==> src/rtl/arb_req_tracker_pkg.sv <==
// -----------------------------------------------------------------------------
// arb_pkg
// Shared definitions for the arbiter request tracker:
//   N_DEF, CNT_W_DEF : default requester count and pending-counter width
//   ONEHOT_W         : widest grant vector onehot0() accepts (zero-extend)
//   cnt_t            : pending-counter type at the default width
//   onehot0(vec)     : true when at most one bit of vec is set
// -----------------------------------------------------------------------------
package arb_pkg;

    localparam int N_DEF     = 16;
    localparam int CNT_W_DEF = 4;
    localparam int ONEHOT_W  = 64;

    typedef logic [CNT_W_DEF-1:0] cnt_t;

    // Clearing the lowest set bit leaves zero only for zero or one-hot input.
    function automatic logic onehot0(input logic [ONEHOT_W-1:0] vec);
        return ((vec & (vec - ONEHOT_W'(1))) == ONEHOT_W'(0));
    endfunction

endpackage

==> src/rtl/arb_req_tracker_cnt.sv <==
// -----------------------------------------------------------------------------
// arb_req_cnt
// One requester's slice: saturating pending counter, sticky overflow flag and
// the derived request bit.
//   clk   : rising-edge clock
//   reset : asynchronous active-low reset
//   push  : request pulse for this source
//   gnt   : already-qualified (legal) grant for this source
//   clr   : synchronous clear of the sticky overflow flag
//   req   : pending count is non-zero
//   ovf   : sticky overflow flag
// -----------------------------------------------------------------------------
module arb_req_cnt
    import arb_pkg::*;
#(
    parameter int CNT_W = CNT_W_DEF
) (
    input  logic clk,
    input  logic reset,
    input  logic push,
    input  logic gnt,
    input  logic clr,
    output logic req,
    output logic ovf
);

    localparam logic [CNT_W-1:0] CNT_MAX  = {CNT_W{1'b1}};
    localparam logic [CNT_W-1:0] CNT_ZERO = {CNT_W{1'b0}};
    localparam logic [CNT_W-1:0] CNT_ONE  = CNT_W'(1);

    logic [CNT_W-1:0] cnt_q;
    logic [CNT_W-1:0] cnt_d;
    logic             ovf_q;
    logic             ovf_d;

    // Next-state: clear first so that a same-cycle overflow wins over clr.
    always_comb begin
        cnt_d = cnt_q;
        ovf_d = ovf_q & ~clr;
        case ({push, gnt})
            2'b10: begin
                if (cnt_q != CNT_MAX) begin
                    cnt_d = cnt_q + CNT_ONE;
                end else begin
                    ovf_d = 1'b1;
                end
            end
            2'b01: begin
                // Qualified grants never hit an empty counter; guard anyway.
                if (cnt_q != CNT_ZERO) begin
                    cnt_d = cnt_q - CNT_ONE;
                end else begin
                    cnt_d = cnt_q;
                end
            end
            default: begin
                // Idle or push+grant together: net zero, no overflow.
                cnt_d = cnt_q;
            end
        endcase
    end

    // Counter and overflow state registers.
    always_ff @(posedge clk or negedge reset) begin
        if (!reset) begin
            cnt_q <= CNT_ZERO;
            ovf_q <= 1'b0;
        end else begin
            cnt_q <= cnt_d;
            ovf_q <= ovf_d;
        end
    end

    assign req = (cnt_q != CNT_ZERO);
    assign ovf = ovf_q;

endmodule

==> src/rtl/arb_req_tracker.sv <==
// -----------------------------------------------------------------------------
// arb_req_tracker
// Collects per-source request pulses into saturating pending counters and
// retires one pending request per legal arbiter grant.
//   clk       : rising-edge clock
//   reset     : asynchronous active-low reset
//   push_i    : request pulses, one bit per source (multi-hot allowed)
//   gnt_i     : arbiter grant vector (legal: one-hot or zero, pending only)
//   clr_err_i : synchronous clear of all sticky error flags
//   req_o     : per-source "work pending", feeds the arbiter req_i
//   ovf_o     : sticky per-source overflow flags
//   gnt_err_o : sticky illegal-grant flag
//   idle_o    : no source has pending work
// All outputs decode from registers only.
// -----------------------------------------------------------------------------
module arb_req_tracker
    import arb_pkg::*;
#(
    parameter int N     = N_DEF,
    parameter int CNT_W = CNT_W_DEF
) (
    input  logic         clk,
    input  logic         reset,
    input  logic [N-1:0] push_i,
    input  logic [N-1:0] gnt_i,
    input  logic         clr_err_i,
    output logic [N-1:0] req_o,
    output logic [N-1:0] ovf_o,
    output logic         gnt_err_o,
    output logic         idle_o
);

    logic [ONEHOT_W-1:0] gnt_ext_s;
    logic                gnt_ok_s;
    logic [N-1:0]        eff_gnt_s;
    logic                gnt_err_q;
    logic                gnt_err_d;

    // Grant legality: an illegal vector is dropped as a whole.
    always_comb begin
        gnt_ext_s        = {ONEHOT_W{1'b0}};
        gnt_ext_s[N-1:0] = gnt_i;
        gnt_ok_s         = onehot0(gnt_ext_s) && ((gnt_i & ~req_o) == {N{1'b0}});
        if (gnt_ok_s) begin
            eff_gnt_s = gnt_i;
        end else begin
            eff_gnt_s = {N{1'b0}};
        end
        gnt_err_d = ~gnt_ok_s | (gnt_err_q & ~clr_err_i);
    end

    // Sticky illegal-grant flag.
    always_ff @(posedge clk or negedge reset) begin
        if (!reset) begin
            gnt_err_q <= 1'b0;
        end else begin
            gnt_err_q <= gnt_err_d;
        end
    end

    for (genvar i = 0; i < N; i++) begin : g_src
        arb_req_cnt #(
            .CNT_W (CNT_W)
        ) u_cnt (
            .clk   (clk),
            .reset (reset),
            .push  (push_i[i]),
            .gnt   (eff_gnt_s[i]),
            .clr   (clr_err_i),
            .req   (req_o[i]),
            .ovf   (ovf_o[i])
        );
    end

    assign gnt_err_o = gnt_err_q;
    assign idle_o    = ~|req_o;

endmodule

==> config.mk <==
export PLATFORM = sky130hd
export DESIGN_NAME = arb_req_tracker
export DESIGN_NICKNAME = d
export VERILOG_FILES = /design/src/rtl/arb_req_tracker_pkg.sv /design/src/rtl/arb_req_tracker_cnt.sv /design/src/rtl/arb_req_tracker.sv
export SDC_FILE = /design/constraint.sdc
export NUM_CORES = 1
export LEC_CHECK = 0
export ABC_AREA = 1
export CORE_UTILIZATION = 40
export CTS_CLUSTER_DIAMETER = 30
export CTS_CLUSTER_SIZE = 25
export DETAILED_ROUTE_END_ITERATION = 10
export PLACE_DENSITY = 0.66
export SETUP_SLACK_MARGIN = 0.1
export SLEW_MARGIN = 20
export SYNTH_ARGS = -nofsm -noshare
export SYNTH_HDL_FRONTEND = slang
export SYNTH_SLANG_ARGS = --single-unit
export TNS_END_PERCENT = 1
==> constraint.sdc <==
create_clock -name clk -period 5.4 [get_ports clk]
set_clock_uncertainty 0.2 [all_clocks]
set_input_delay 1.35 -clock clk [delete_from_list [all_inputs] [get_ports clk]]
set_output_delay 1.35 -clock clk [all_outputs]
set_load 0.02 [all_outputs]
After elaboration in Yosys (flattened, before gate mapping)
Index checks and enable logic that the tools add are counted.
{ "word_totals": {"word_cells": 303, "output_inout_bits": 34, "reg_bits": 81, "inputBits": 35} }
{ "op_classes": {"n_mux": 81, "n_reduce_logical": 53, "bitwise_logic": 23, "n_eq_ne": 80, "addsub": 33} }
{ "ops": {"columns": ["operator", "count"], "rows": [
  ["$mux 4", 32],
  ["$pmux 4 s2", 16],
  ["$add 4x1->4 const B", 16],
  ["$and 16x64->64", 1],
  ["$logic_not 64->1", 1],
  ["$ne 2x1->1 const B", 32],
  ["$ne 4x4->1 const B", 16],
  ["$reduce_bool 4->1", 16],
  ["$sub 4x1->4 const B", 16],
  ["$reduce_and 3->1", 16],
  ["$eq 2x1->1 const B", 16],
  ["$eq 2x2->1 const B", 16],
  ["$mux 1", 32],
  ["$reduce_bool 2->1", 16],
  ["$and 1x1->1", 17],
  ["$sub 16x1->17 const B", 1],
  ["$and 16x16->16", 1],
  ["$logic_not 16->1", 1],
  ["$mux 16", 1],
  ["$not 16->16", 1],
  ["$reduce_or 16->1", 1],
  ["$not 1->1", 2],
  ["$logic_and 1x1->1", 1],
  ["$logic_not 1->1", 1],
  ["$or 1x1->1", 1]
]} }

Depth between registers and ports, before layout
Gate-level depths: netlist of the first run.
{ "depth": {"word_depth": 9, "mapped_depth": 21, "ltp_nobuf": 20} }

Cells and area by module
From an unflattened synthesis of the first run, not the netlist that was laid out.
{ "unflattened": {"cells_unflattened": 1020, "hier_area_um2": 6799.0} }
{ "modules_own_cells": {"columns": ["module", "seq_area_each_um2", "area_each_um2", "instances", "cells_each"], "rows": [
  ["arb_req_cnt", 125.1, 376.6, 16, 54],
  ["arb_req_tracker", 25.0, 773.2, 1, 156]
]} }

Worst setup path before layout of the first run
No wires, ideal clock.
{ "synth_path": {"path_kind": "in2reg", "from": "in gnt_i[3]", "to": "reg g_src[3].u_cnt.cnt_q[1]", "path_buffers": 1, "cell_stages": 12, "setup_ps": 125, "t_arrival_ps": 3404, "required_time_ps": 5075, "slack_ps": 1671, "cell_sequence": "nor2_1 nand2_2 o21ai_0 nand3_1 nor2_8 nand2_4 buf_12 nor2_4 ha_1 xor2_1 ha_1 mux2_2"} }
{ "synth_via": {"elab_cells_between_ends": 14, "classes_between": "1 x add/sub; 4 x eq/ne; 2 x mux; 2 x bitwise; 5 x reduce/logical"} }
{ "synth_rtl": {"columns": ["item", "line", "text"], "rows": [
  ["start, declared", "arb_req_tracker.sv:25", "input logic [N-1:0] gnt_i,"],
  ["$sub 16x1->17", "arb_req_tracker_pkg.sv:19", "return ((vec & (vec - ONEHOT_W'(1))) == ONEHOT_W'(0));"],
  ["$and 16x64->64", "arb_req_tracker_pkg.sv:19", null],
  ["$logic_not 64->1", "arb_req_tracker_pkg.sv:19", null],
  ["$logic_and 1x1->1", "arb_req_tracker.sv:43", "gnt_ok_s = onehot0(gnt_ext_s) && ((gnt_i & ~req_o) == {N{1'b0}});"],
  ["$mux 16 (*)", "arb_req_tracker.sv:44", "if (gnt_ok_s) begin"],
  ["$eq 2x1->1 / $eq 2x2->1 (equally long branches)", "arb_req_tracker_cnt.sv:40", "case ({push, gnt})"],
  ["$pmux 4 s2 (*)", "arb_req_tracker_cnt.sv:40", null],
  ["via g_src[3].u_cnt.cnt_d[1]", "arb_req_tracker_cnt.sv:32", "logic [CNT_W-1:0] cnt_d;"],
  ["end signal, assigned", "arb_req_tracker_cnt.sv:69", "cnt_q <= cnt_d;"],
  ["end, declared", "arb_req_tracker_cnt.sv:31", "logic [CNT_W-1:0] cnt_q;"]
]} }
Mark *: on every way through the listed nets, which the timed path passes. The rest lies on a longest branch.
A chain may end at the register's enable or synchronous reset.

Final worst setup path of the first run
{ "layout_path": {"from": "in gnt_i[3]", "to": "reg g_src[6].u_cnt.cnt_q[2]"} }
{ "layout_via": {"elab_chain_len": 8, "elab_cells_between_ends": 14, "classes_between": "1 x add/sub; 4 x eq/ne; 2 x mux; 2 x bitwise; 5 x reduce/logical"} }
{ "layout_lines": {"columns": ["item", "line"], "rows": [
  ["$sub 16x1->17", "arb_req_tracker_pkg.sv:19"],
  ["$and 16x64->64", "arb_req_tracker_pkg.sv:19"],
  ["$logic_not 64->1", "arb_req_tracker_pkg.sv:19"],
  ["$logic_and 1x1->1 (*)", "arb_req_tracker.sv:43"],
  ["$mux 16 (*)", "arb_req_tracker.sv:44"],
  ["$eq 2x1->1 / $eq 2x2->1 (equally long branches)", "arb_req_tracker_cnt.sv:40"],
  ["$ne 2x1->1 (no source line) / $reduce_bool 2->1 (equally long branches)", null],
  ["$reduce_and 3->1 (no source line)", null],
  ["end signal, assigned", "arb_req_tracker_cnt.sv:69"],
  ["end, declared", "arb_req_tracker_cnt.sv:31"]
]} }
Every way passes the cells marked *; elsewhere a longest branch is shown, timed or not.

==> results of run 1 <==
-- critical path, stage by stage --
cell,delay [ns]
clkdlybuf4s50_1,0.54
nor2_1,0.22
nand2_2,0.11
o21ai_0,0.20
nand3_1,0.20
nor2_8,0.31
nand2_4,0.28
nor2_1,0.24
ha_1,0.30
xor2_1,0.21
ha_1,0.17
a21oi_1,0.04
xor2_1,0.16
nand2_1,0.07
o21ai_0,0.08
-- power by group through the flow --
stage	Clock (µW)	Sequential (µW)	Combinational [µW]
4_1_cts	615	1180	1300
3_5_place_dp	0	1190	1300
3_3_place_gp	0	1190	1270
2_1_floorplan	0	1110	1050
5_1_grt	633	1230	1490
6_report	597	1180	1300
-- worst max-delay path by stage --
| stage | start | end | cells past startpoint |
|---|---|---|---|
| after floorplan | gnt_i[3] | g_src[3].u_cnt.cnt_q[1]$_DFFE_PN0P_ | 12 |
| after global placement | gnt_i[5] | g_src[6].u_cnt.cnt_q[2]$_DFFE_PN0P_ | 17 |
| after detailed placement | gnt_i[1] | g_src[6].u_cnt.cnt_q[2]$_DFFE_PN0P_ | 15 |
| after CTS | gnt_i[1] | g_src[6].u_cnt.cnt_q[2]$_DFFE_PN0P_ | 15 |
| after global routing | gnt_i[3] | g_src[6].u_cnt.cnt_q[2]$_DFFE_PN0P_ | 19 |
| final | gnt_i[3] | g_src[6].u_cnt.cnt_q[2]$_DFFE_PN0P_ | 15 |
-- layout make-up --
class	count	share of cell area
inverter	110	0.0559
tap	211	0.0357
clock buffer	13	0.0366
sequential	81	0.274
timing repair buffer	69	0.0928
multi-input combinational	612	0.503
clock inverter	2	0.00169
-- cells by family after synthesis --
group | synth area share
buffers and inverters | 0.107
multiplexers | 0.0105
AND/OR/NAND/NOR | 0.283
flip-flops | 0.315
XOR/XNOR | 0.105
AO/OA/AOI/OAI | 0.0551
adder cells (fa/ha/maj) | 0.125
-- layout by cell type (no fill, tap or decap), types with 5 or more instances in the layout --
master           count
nor2_1             102
a21oi_1             17
mux2_2               6
o21ai_0             40
clkdlybuf4s50_1     67
clkbuf_16            9
ha_1                64
nor2_4              10
dfrtp_1             81
nand4_1             22
inv_1              107
o211ai_1             5
xor2_1              60
nand3_1             85
xnor2_1             17
nand2_1            162
-- through the flow --
step                cell area, µm²  utilization
floorplan                     6430            -
global placement              7100        0.460
detailed placement            7100        0.460
CTS                           7390        0.479
global route                  7390        0.479
finish                        7390        0.479
-- routing by layer --
| layer | GRT usage | part of all wire | wire, µm | vias to the layer above |
|---|---|---|---|---|
| met5 | 0 | 0 | 0 | - |
| met4 | 0.0699 | 0.023 | 332 | 0 |
| met3 | 0.0370 | 0.044 | 638 | 23 |
| met2 | 0.305 | 0.45 | 6530 | 121 |
| met1 | 0.248 | 0.48 | 6970 | 2415 |
| li1 | - | - | - | 2736 |
-- state kept, by name (all words and copies together) (netlist names) --
signal	flops
g_src.u_cnt.ovf	16
gnt_err_o	1
g_src.u_cnt.cnt_q	64
==> results list, run 1 <==
- The run finished with clean final reports.
* Required time of the critical path: 5.42 ns
* Count of instances resized after the clock tree is built: 0
- The startpoint identified for the worst register-to-register timing path is g_src[5].u_cnt.cnt_q[1]$_DFFE_PN0P_.
* Register-to-register setup slack: 2.12 ns
- Warnings from Yosys: 0
- Clock tree synthesis found a total of 81 sinks.
- # nets final: 982
- Entering global routing, the biggest net connects 44 pins.
- Count of nets left with antenna violations after detail routing: 0
* Worst min path class: reg -> reg
- The worst register-to-register path ends at g_src[6].u_cnt.cnt_q[2]$_DFFE_PN0P_.
* Number of setup violations in the final report: 0
- The count of buffers added on input and output ports is 68.
- At the pin with the least slew margin, the transition time is 0.801 ns.
- The cell count after synthesis came out at 839.
* Post-synth EDFFs: 0
- Wire length of the first global-routing pass: 24200 µm
- After synthesis the netlist holds a flip-flop and latch count of 81.
- Summing every instance area after synthesis gives 0.00643 mm².
* IR drop worst, VDD: 0.172 mV
- Of the total power, combinational logic draws 0.421.
- For the worst flop-to-flop path, the logic depth is 15.
- The initial utilization of the core area, before any placement, comes to 0.417.
* Clock slew at the register clock pins of the worst setup and hold paths: 0.06 ns
* Count of H-tree levels built during CTS: 3
- Dividing the detail-routed via count by the number of cells gives 4.82.
- Global routing finished with a remaining overflow of 0.
- Of the synthesized area, sequential elements account for 0.315.
* Number of remaining DRC errors: 0
- STA classifies the critical path endpoint as a register.
- Worst min-delay path startpoint: g_src[5].u_cnt.ovf$_DFF_PN0_
- The path with the worst hold slack has its endpoint at g_src[5].u_cnt.ovf$_DFF_PN0_.
- Relative slew slack: 0.462
- The area growth from synthesis to layout is 14.9%.
* Sequential group share of total power: 0.385
- In the synthesized netlist the dominant register cell turns out to be dfrtp_1.
* Number of antenna violations at the first check in global routing: 0
* Syn_nets: 938
- The floorplan step defined a die boundary enclosing 0.0166 mm².
* Filler cells: 1551
* Total via count after detailed routing: 5295
- After layout, the worst setup slack is 0.904 ns.
- Of the total power, the share spent switching nets is 0.422.
- Post-CTS Hold Fix Bufs: 0
- Unrepaired setup endpoints after global routing: no
- Of the cells placed in the final design, the portion with a size suffix greater than 1 is 0.0530.
- Number of post-CTS setup repair buffers: 0
- After synthesis, the netlist uses 31 different library cells.
* Data arrival time at the worst-slack endpoint: 4.52 ns
- Num ports: 69
* Proportion of netlist area held by the largest area contributor: 0.315
- Number of CTS-inserted buffers: 9
* Critical path class: in -> reg
- For the finished layout, the period the worst path requires is 4.50 ns.
- Final critical-path share of the clock period: 0.833
- Hold Slack: 0.280 ns
- TritonCTS clock tree: built
* Via count of the first global-routing pass: 5065
- For this run, the number of standard cells in the final layout without fillers is 1098.
- Placement Setup Slack: 0.536 ns
- The root buffer cell chosen for the clock tree is clkbuf_16.
- After layout, the design draws a total of 3080 µW.
- Power density over the cells: 417 mW/mm²
- Max Slew Vio Count: 0
- In the final layout, the multi-input gates occupy 0.00371 mm².
- Biggest area contributors in the synthesized netlist: dfrtp_1, ha_1, nand2_1
* Largest area contributor in the synthesized netlist: dfrtp_1
- In the final routed layout, each cell accounts on average for 13.2 µm.
- Router iterations before antenna repair: 5
- In the final layout, flip-flops and latches occupy 0.00203 mm².
- In the synthesized netlist the async set-or-reset flop fraction comes to 1.00.
- The region available for standard cell placement spans 0.0154 mm².
- In this run, the number of DRC markers left after iteration 0 of detailed routing was 362.
- Core Rows: 45
- Horizontal die dimension: 129 µm
- Routability-driven placement finished with a final weighted congestion of 0.856.
- Commonest cells post-synth: nand2_1, inv_1, nor2_1, nand3_1, dfrtp_1
- The most common cell in the synthesized netlist is nand2_1.
- Estimated wirelength of the detail-placed design: 11000 µm
- Internal portion of total power: 1780 µW
- The tool flagged a number of max-cap violations equal to 0.
* Top fanout value on the critical path: 18
- Number of inserted diodes: 0
- Category of the worst setup path launch point: input pin
* Final-report hold violation count: 0
* Depth of the worst hold-timing path: 2
- Wires add up to 14500 µm.
* Final total negative setup slack: 0 ns
- Number of instances in the placed design: 1083
- In this run the power spent charging and discharging nets is 1300 µW.
* Syn Area/Cell: 7.66 µm²
- The analysis attributes to cell leakage a power of 0.00361 µW.
- Share of power burned in the clock network: 0.194
- Height of the die: 129 µm
- All-Layer GR Usage: 0.188
* Timing-limited maximum frequency: 222 MHz
* Buffer depth of the longest clock path: 2
* Clock insertion delay at the later pin of the skew report: 0.35 ns
Power figures use the tool's default switching activity.
==> run 2, diff against run 1 <==
PLACE_DENSITY = 0.68   (was 0.66)
clock period = 3.7 ns   (was 5.4 ns; I/O delays follow)
==> results list, run 2 (synthesized netlist as in run 1, its figures left out) <==
- Result of the run: complete, no violations
- The clock period could shrink to 3.51 ns.
- Relative slew slack: 0.635
* Fin worst setup slack: 0.188 ns
- TritonCTS clock tree: built
- Tightest Pin Transition: 0.548 ns
- Number of vias per cell: 4.69
* Top register by number of flip-flops: g_src.u_cnt.cnt_q
- Number of flip-flops under the largest register name: 64
- Estimated wirelength of the detail-placed design: 12000 µm
- Core Rows: 45
- CTS sink count: 81
* Iteration-0 DRC count of the detailed router: 346
* Reported net switching power: 1970 µW
* Router iterations before antenna repair: 5
* Most common cell after layout, fill and taps aside: nand2_1
- For this design the ratio of total power to cell area is 583 mW/mm².
- DRT Wirelength: 15600 µm
- Num ports: 69
- Horizontal die dimension: 129 µm
* Unrepaired setup endpoints after global routing: yes
* Final standard cell area without fillers: 0.00829 mm²
- Clock tree root buffer cell: clkbuf_16
* Switching Share: 0.408
- The worst-case IR drop observed on VDD is 0.248 mV.
- Fraction of the core area covered by cells at the end of the flow: 0.537
- Via count of the first global-routing pass: 5596
* Worst min path class: reg -> reg
- Placed instance area: 0.00790 mm²
- For this run, the post-layout net count is 1087.
- Most frequent cells in the layout: nand2_1, inv_1, buf_4, nor2_1, nand3_1
* All-Layer GR Usage: 0.206
- Full die area: 0.0166 mm²
- In this run the remaining antenna-violating nets after routing total 0.
- Count of H-tree levels built during CTS: 3
* Total via count after detailed routing: 5652
- Combinational fraction of design power: 0.442
* Number of remaining DRC errors: 0
- Internal portion of total power: 2860 µW
- Timing-limited maximum frequency: 285 MHz
* Critical path capture point type: register
* Number of CTS-inserted buffers: 9
- The number of antenna violations at the first check in global routing was 1.
* Data arrival time at the worst-slack endpoint: 3.55 ns
* Share of layout cells above drive strength 1: 0.163
- At the placement stage, the worst setup path has a slack of -0.450 ns.
- Compared with the post-synthesis result, the final layout area differs by 29.0%.
- Sequential group share of total power: 0.359
* Share of power burned in the clock network: 0.200
* MaxCap Viol Count: 0
- Critical path class: in -> reg
- In this run the static leakage power is 0.00422 µW.
* Buffer depth of the longest clock path: 2
- Pin count of the biggest net entering global routing: 44
* Required time of the critical path: 3.74 ns
* Max Slew Vio Count: 0
- STA classifies the critical path startpoint as an input pin.
- From bottom edge to top edge, the die measures 129 µm.
- Wire length of the first global-routing pass: 26500 µm
- Number of setup violations in the final report: 0
- The final count of hold timing violations came to 0.
* Final critical-path share of the clock period: 0.949
- Dividing the detail-routed wire length by the instance count gives 12.9 µm.
- For this design, the CTS-stage hold fixing added 0 buffers.
* Top fanout value on the critical path: 10
* Clock slew at the register clock pins of the worst setup and hold paths: 0.06 ns
- For this configuration, the core starts out at a cell density of 0.417.
* Buffers added on ports: 68
- Area inside the core boundary: 0.0154 mm²
- Congestion Overflow GR: 0
* Global placement routability congestion: 0.884
- At the later pin of the worst-skew pair, clock insertion delay measures 0.35 ns.
==> run 2: final timing paths <==
| kind | startpoint | to | slack, ns | depth (start not counted) |
|---|---|---|---|---|
| setup / recovery | gnt_i[14] | g_src[0].u_cnt.cnt_q[3]$_DFFE_PN0P_ | 0.19 | 20 |
| hold / removal | g_src[0].u_cnt.ovf$_DFF_PN0_ | g_src[0].u_cnt.ovf$_DFF_PN0_ | 0.28 | 2 |
| setup reg to reg | g_src[6].u_cnt.cnt_q[1]$_DFFE_PN0P_ | g_src[0].u_cnt.cnt_q[3]$_DFFE_PN0P_ | 0.80 | 18 |
| hold reg to reg | g_src[0].u_cnt.ovf$_DFF_PN0_ | g_src[0].u_cnt.ovf$_DFF_PN0_ | 0.28 | 2 |
| max in group asynchronous | reset | g_src[13].u_cnt.cnt_q[0]$_DFFE_PN0P_ | 2.32 | 2 |
| min in group asynchronous | reset | g_src[5].u_cnt.cnt_q[3]$_DFFE_PN0P_ | 0.35 | 1 |
==> run 2: metrics by stage <==
stage / TNS, ns / hold WS [ns] / total power (µW) / std cells
after floorplan: 0 / 0.251 / 3150 / 839
after global placement: -18.40 / 0.262 / 3820 / 1187
after detailed placement: -20.66 / 0.270 / 3870 / 1187
after CTS: 0 / 0.288 / 4860 / 1203
after global routing: 0 / 0.302 / 5250 / 1203
final: 0 / 0.282 / 4830 / 1204
==> run 2: power by group through the flow <==
stage                     logic [µW]  clock network [µW]  registers [µW]
after floorplan                 1530                   0            1620
after global placement          2090                   0            1730
after detailed placement        2130                   0            1740
after CTS                       2140                 988            1730
after global routing            2430                1020            1800
final                           2130                 965            1730
==> run 2: layout make-up <==
class / instances / area (µm²)
timing repair buffer: 173 / 1500
clock buffer: 13 / 280
antenna: 1 / 2.50
sequential: 81 / 2030
fill: 1488 / 7140
multi-input combinational: 613 / 3770
tap: 211 / 264
clock inverter: 2 / 35.0
inverter: 110 / 413
==> run 2: repair_timing <==
action | in CTS | in global routing
resized for setup | 14 | 14
buffers inserted | 0 | 0
gates cloned | 1 | 0
endpoints found under the setup margin | 58 | 65
hold endpoints to repair | 0 | 0
pin swaps | 2 | 1
==> run 2: critical path, stage by stage <==
cell and delay (ns):
clkdlybuf4s50_1 0.47, nor2_1 0.11, nand2_1 0.06, nor2_1 0.13, nand2_1 0.10, a21oi_2 0.15, nand2_2 0.11, nor2_8 0.21
buf_4 0.22, nand3_1 0.11, ha_1 0.19, nand2_1 0.05, nor2_1 0.04, nand3_1 0.09, nand2_1 0.06, nor2_1 0.15
inv_1 0.08, nor2_1 0.09, nand2_1 0.07, xor2_1 0.14
==> run 2: metal layers <==
layer,routed length [µm],part of all wire,GRT usage
met1,7590,0.49,0.273
met2,7110,0.46,0.333
met3,615,0.040,0.0378
met4,245,0.016,0.0803
met5,0,0,0
==> run 3, diff against run 2 <==
--- a/config.mk
+++ b/config.mk
@@ -8,7 +8,7 @@
 export ABC_AREA = 1
 export CORE_UTILIZATION = 40
-export CTS_CLUSTER_DIAMETER = 30
 export CTS_CLUSTER_SIZE = 25
 export DETAILED_ROUTE_END_ITERATION = 10
+export MAX_ROUTING_LAYER = met4
 export PLACE_DENSITY = 0.68
 export SETUP_SLACK_MARGIN = 0.1
==> constraint.sdc (replaced) <==
create_clock -name clk -period 3.7 [get_ports clk]
set_clock_uncertainty 0.2 [all_clocks]
set_input_delay 0.925 -clock clk [delete_from_list [all_inputs] [get_ports clk]]
set_output_delay 0.925 -clock clk [all_outputs]
set_load 0.05 [all_outputs]
==> results list, run 3 (synthesized netlist as in run 1, its figures left out) <==
- The run finished with clean final reports.
- In the routed design, unresolved DRC markers number 0.
- Core Rows: 45
- Clock tree root buffer cell: clkbuf_16
* Cell-by-cell listing of the critical path: clkdlybuf4s50_1 -> nor2_1 -> nand2_1 -> nor2_1 -> nand2_1 -> a21oi_2 -> nand2_2 -> nor2_8 -> buf_4 -> nand3_1 -> ha_1 -> nand2_1 -> nor2_1 -> nand3_1 -> nand2_1 -> nor2_1 -> mux2_2
- Leakage: 0.00422 µW
* P&R area growth vs syn: 30.5%
* Power density over the cells: 624 mW/mm²
* Worst min path class: reg -> reg
- Filler cells: 1444
- Buffer depth of the longest clock path: 2
* # nets final: 1088
* Estimated wirelength of the detail-placed design: 12000 µm
- Unrepaired setup endpoints after global routing: yes
- Router iterations before antenna repair: 5
- For this run, the slowest stage of the critical path takes 0.49 ns.
* Top register by number of flip-flops: g_src.u_cnt.cnt_q
- The worst setup path is captured at a register.
- Met2 layer usage reported by global route: 0.336
- Of the total power, combinational logic draws 0.450.
- Count of H-tree levels built during CTS: 3
- Across the whole layout, storage elements account for 0.00203 mm².
* Height of the die: 129 µm
- For met1 alone, demand over resource in global routing was 0.274.
- For this design, the CTS-stage hold fixing added 0 buffers.
- Pin count of the biggest net entering global routing: 44
* Most Used Layer, Global Route: met2
- Met3 Usage GRT: 0.0474
* Buffers added on ports: 68
* IR drop worst, VDD: 0.367 mV
- For this run, the total global-route usage over all layers was measured as 0.212.
* Wire length of the first global-routing pass: 26500 µm
* TritonCTS clock tree: built
- Leaving out fill and tap cells, the most frequent cells in the layout are nand2_1, inv_1, buf_4, nor2_1, nand3_1.
- Internal portion of total power: 3000 µW
- Reported net switching power: 2240 µW
- Measured against its own limit, the worst slew margin works out to 0.640.
* Wire length per cell after detailed routing: 13.5 µm
* Final critical-path share of the clock period: 0.949
* Clock insertion delay at the later pin of the skew report: 0.36 ns
- Count of nets left with antenna violations after detail routing: 0
- Number of setup violations in the final report: 0
- The worst setup path is of the in -> reg kind.
* Number of antenna violations at the first check in global routing: 1
- Data arrival time at the worst-slack endpoint: 3.55 ns
* Num ports: 69
- Leaving out fill and tap cells, the most frequent cell in the layout is nand2_1.
- DRT Wirelength: 16300 µm
- Minimum clock period: 3.51 ns
- Congestion Overflow GR: 0
- TritonCTS created 9 clock buffers.
- Final-report hold violation count: 0
* Area inside the core boundary: 0.0154 mm²
* Initial Utilization: 0.417
* Hold Slack: 0.280 ns
- For this design, the slowest cell found on the critical path is clkdlybuf4s50_1.
* Number of flip-flops under the largest register name: 64
- Global placement routability congestion: 0.891
- Number of vias per cell: 4.84
- Via count of the first global-routing pass: 5512
- In this run the horizontal extent of the chip is 129 µm.
- The floorplan step defined a die boundary enclosing 0.0166 mm².
* Required time of the critical path: 3.74 ns
* Top fanout value on the critical path: 7
- CTS sink count: 81
* Tightest Pin Transition: 0.540 ns
* Iteration-0 DRC count of the detailed router: 492
- Across all layers, the routed design uses 5838 vias.
- Of the cells placed in the final design, the portion with a size suffix greater than 1 is 0.174.
- The number of max-slew violations in the final report is 0.
* MaxCap Viol Count: 0
* Footprint of the multi-input gates: 0.00380 mm²
- Category of the worst setup path launch point: input pin
- Share of power burned in the clock network: 0.216
- Of the total power, the share spent switching nets is 0.427.
- Of the total power, registers draw 0.333.
* Clock slew at the register clock pins of the worst setup and hold paths: 0.06 ns
* Timing-limited maximum frequency: 285 MHz
- Once layout is complete, the utilization of the core stands at 0.544.
## run 3: per-layer routing
metal,routed length [µm],vias to the layer above
met4,259,0
met1,7450,2693
met2,7640,171
li1,-,2950
met3,991,24
met5,0,-
## run 3: worst max-delay path, delay by kind of cell
family / cells / cell delay [ns]
compound gates: 1 / 0.14
fa+ha+maj: 1 / 0.18
buf+inv: 2 / 0.71
mux: 1 / 0.36
simple gates: 12 / 1.26
## run 3: path summary, 6_finish.rpt
| kind | start | endpoint | slack [ns] | depth (start not counted) |
|---|---|---|---|---|
| max | gnt_i[14] | g_src[7].u_cnt.cnt_q[1]$_DFFE_PN0P_ | 0.19 | 17 |
| min | g_src[8].u_cnt.ovf$_DFF_PN0_ | g_src[8].u_cnt.ovf$_DFF_PN0_ | 0.28 | 2 |
| max reg2reg | g_src[5].u_cnt.cnt_q[1]$_DFFE_PN0P_ | g_src[7].u_cnt.cnt_q[1]$_DFFE_PN0P_ | 0.76 | 15 |
| min reg2reg | g_src[8].u_cnt.ovf$_DFF_PN0_ | g_src[8].u_cnt.ovf$_DFF_PN0_ | 0.28 | 2 |
| max in group asynchronous | reset | g_src[3].u_cnt.cnt_q[1]$_DFFE_PN0P_ | 2.32 | 2 |
| min in group asynchronous | reset | g_src[6].u_cnt.cnt_q[1]$_DFFE_PN0P_ | 0.35 | 1 |
## run 3: layout make-up
cell class / instances / area share
inverters: 110 / 0.0492
repair buffers: 174 / 0.180
flip-flops and latches: 81 / 0.242
clock inverters: 7 / 0.0170
multi-input cells: 613 / 0.453
well taps: 211 / 0.0315
clock buffers: 9 / 0.0268
diodes: 1 / 0.000298
## run 3: power by group through the flow
| stage | Sequential, µW | Clock (µW) | Combinational, µW |
|---|---|---|---|
| after global placement | 1730 | 0 | 2290 |
| after floorplan | 1620 | 0 | 1740 |
| after CTS | 1740 | 1150 | 2360 |
| final | 1750 | 1130 | 2360 |
| after detailed placement | 1740 | 0 | 2330 |
| after global routing | 1810 | 1190 | 2650 |
## run 3: what timing repair did
action                                  CTS  global route
endpoints found under the setup margin   55            64
setup buffers                             0             3
cloned                                    0             1
pin swaps                                 1             6
gates resized for setup                  18            23
## run 3: per-stage QoR
step	total power, µW	area, µm²	std cells	setup slack, ns	setup TNS (ns)
finish	5240	8390	1206	0.188	0
global route	5640	8390	1206	0.0196	0
CTS	5250	8280	1201	0.0817	0
detailed placement	4070	7880	1185	-0.454	-20.92
global placement	4020	7880	1185	-0.400	-16.37
floorplan	3360	6430	839	0.396	0
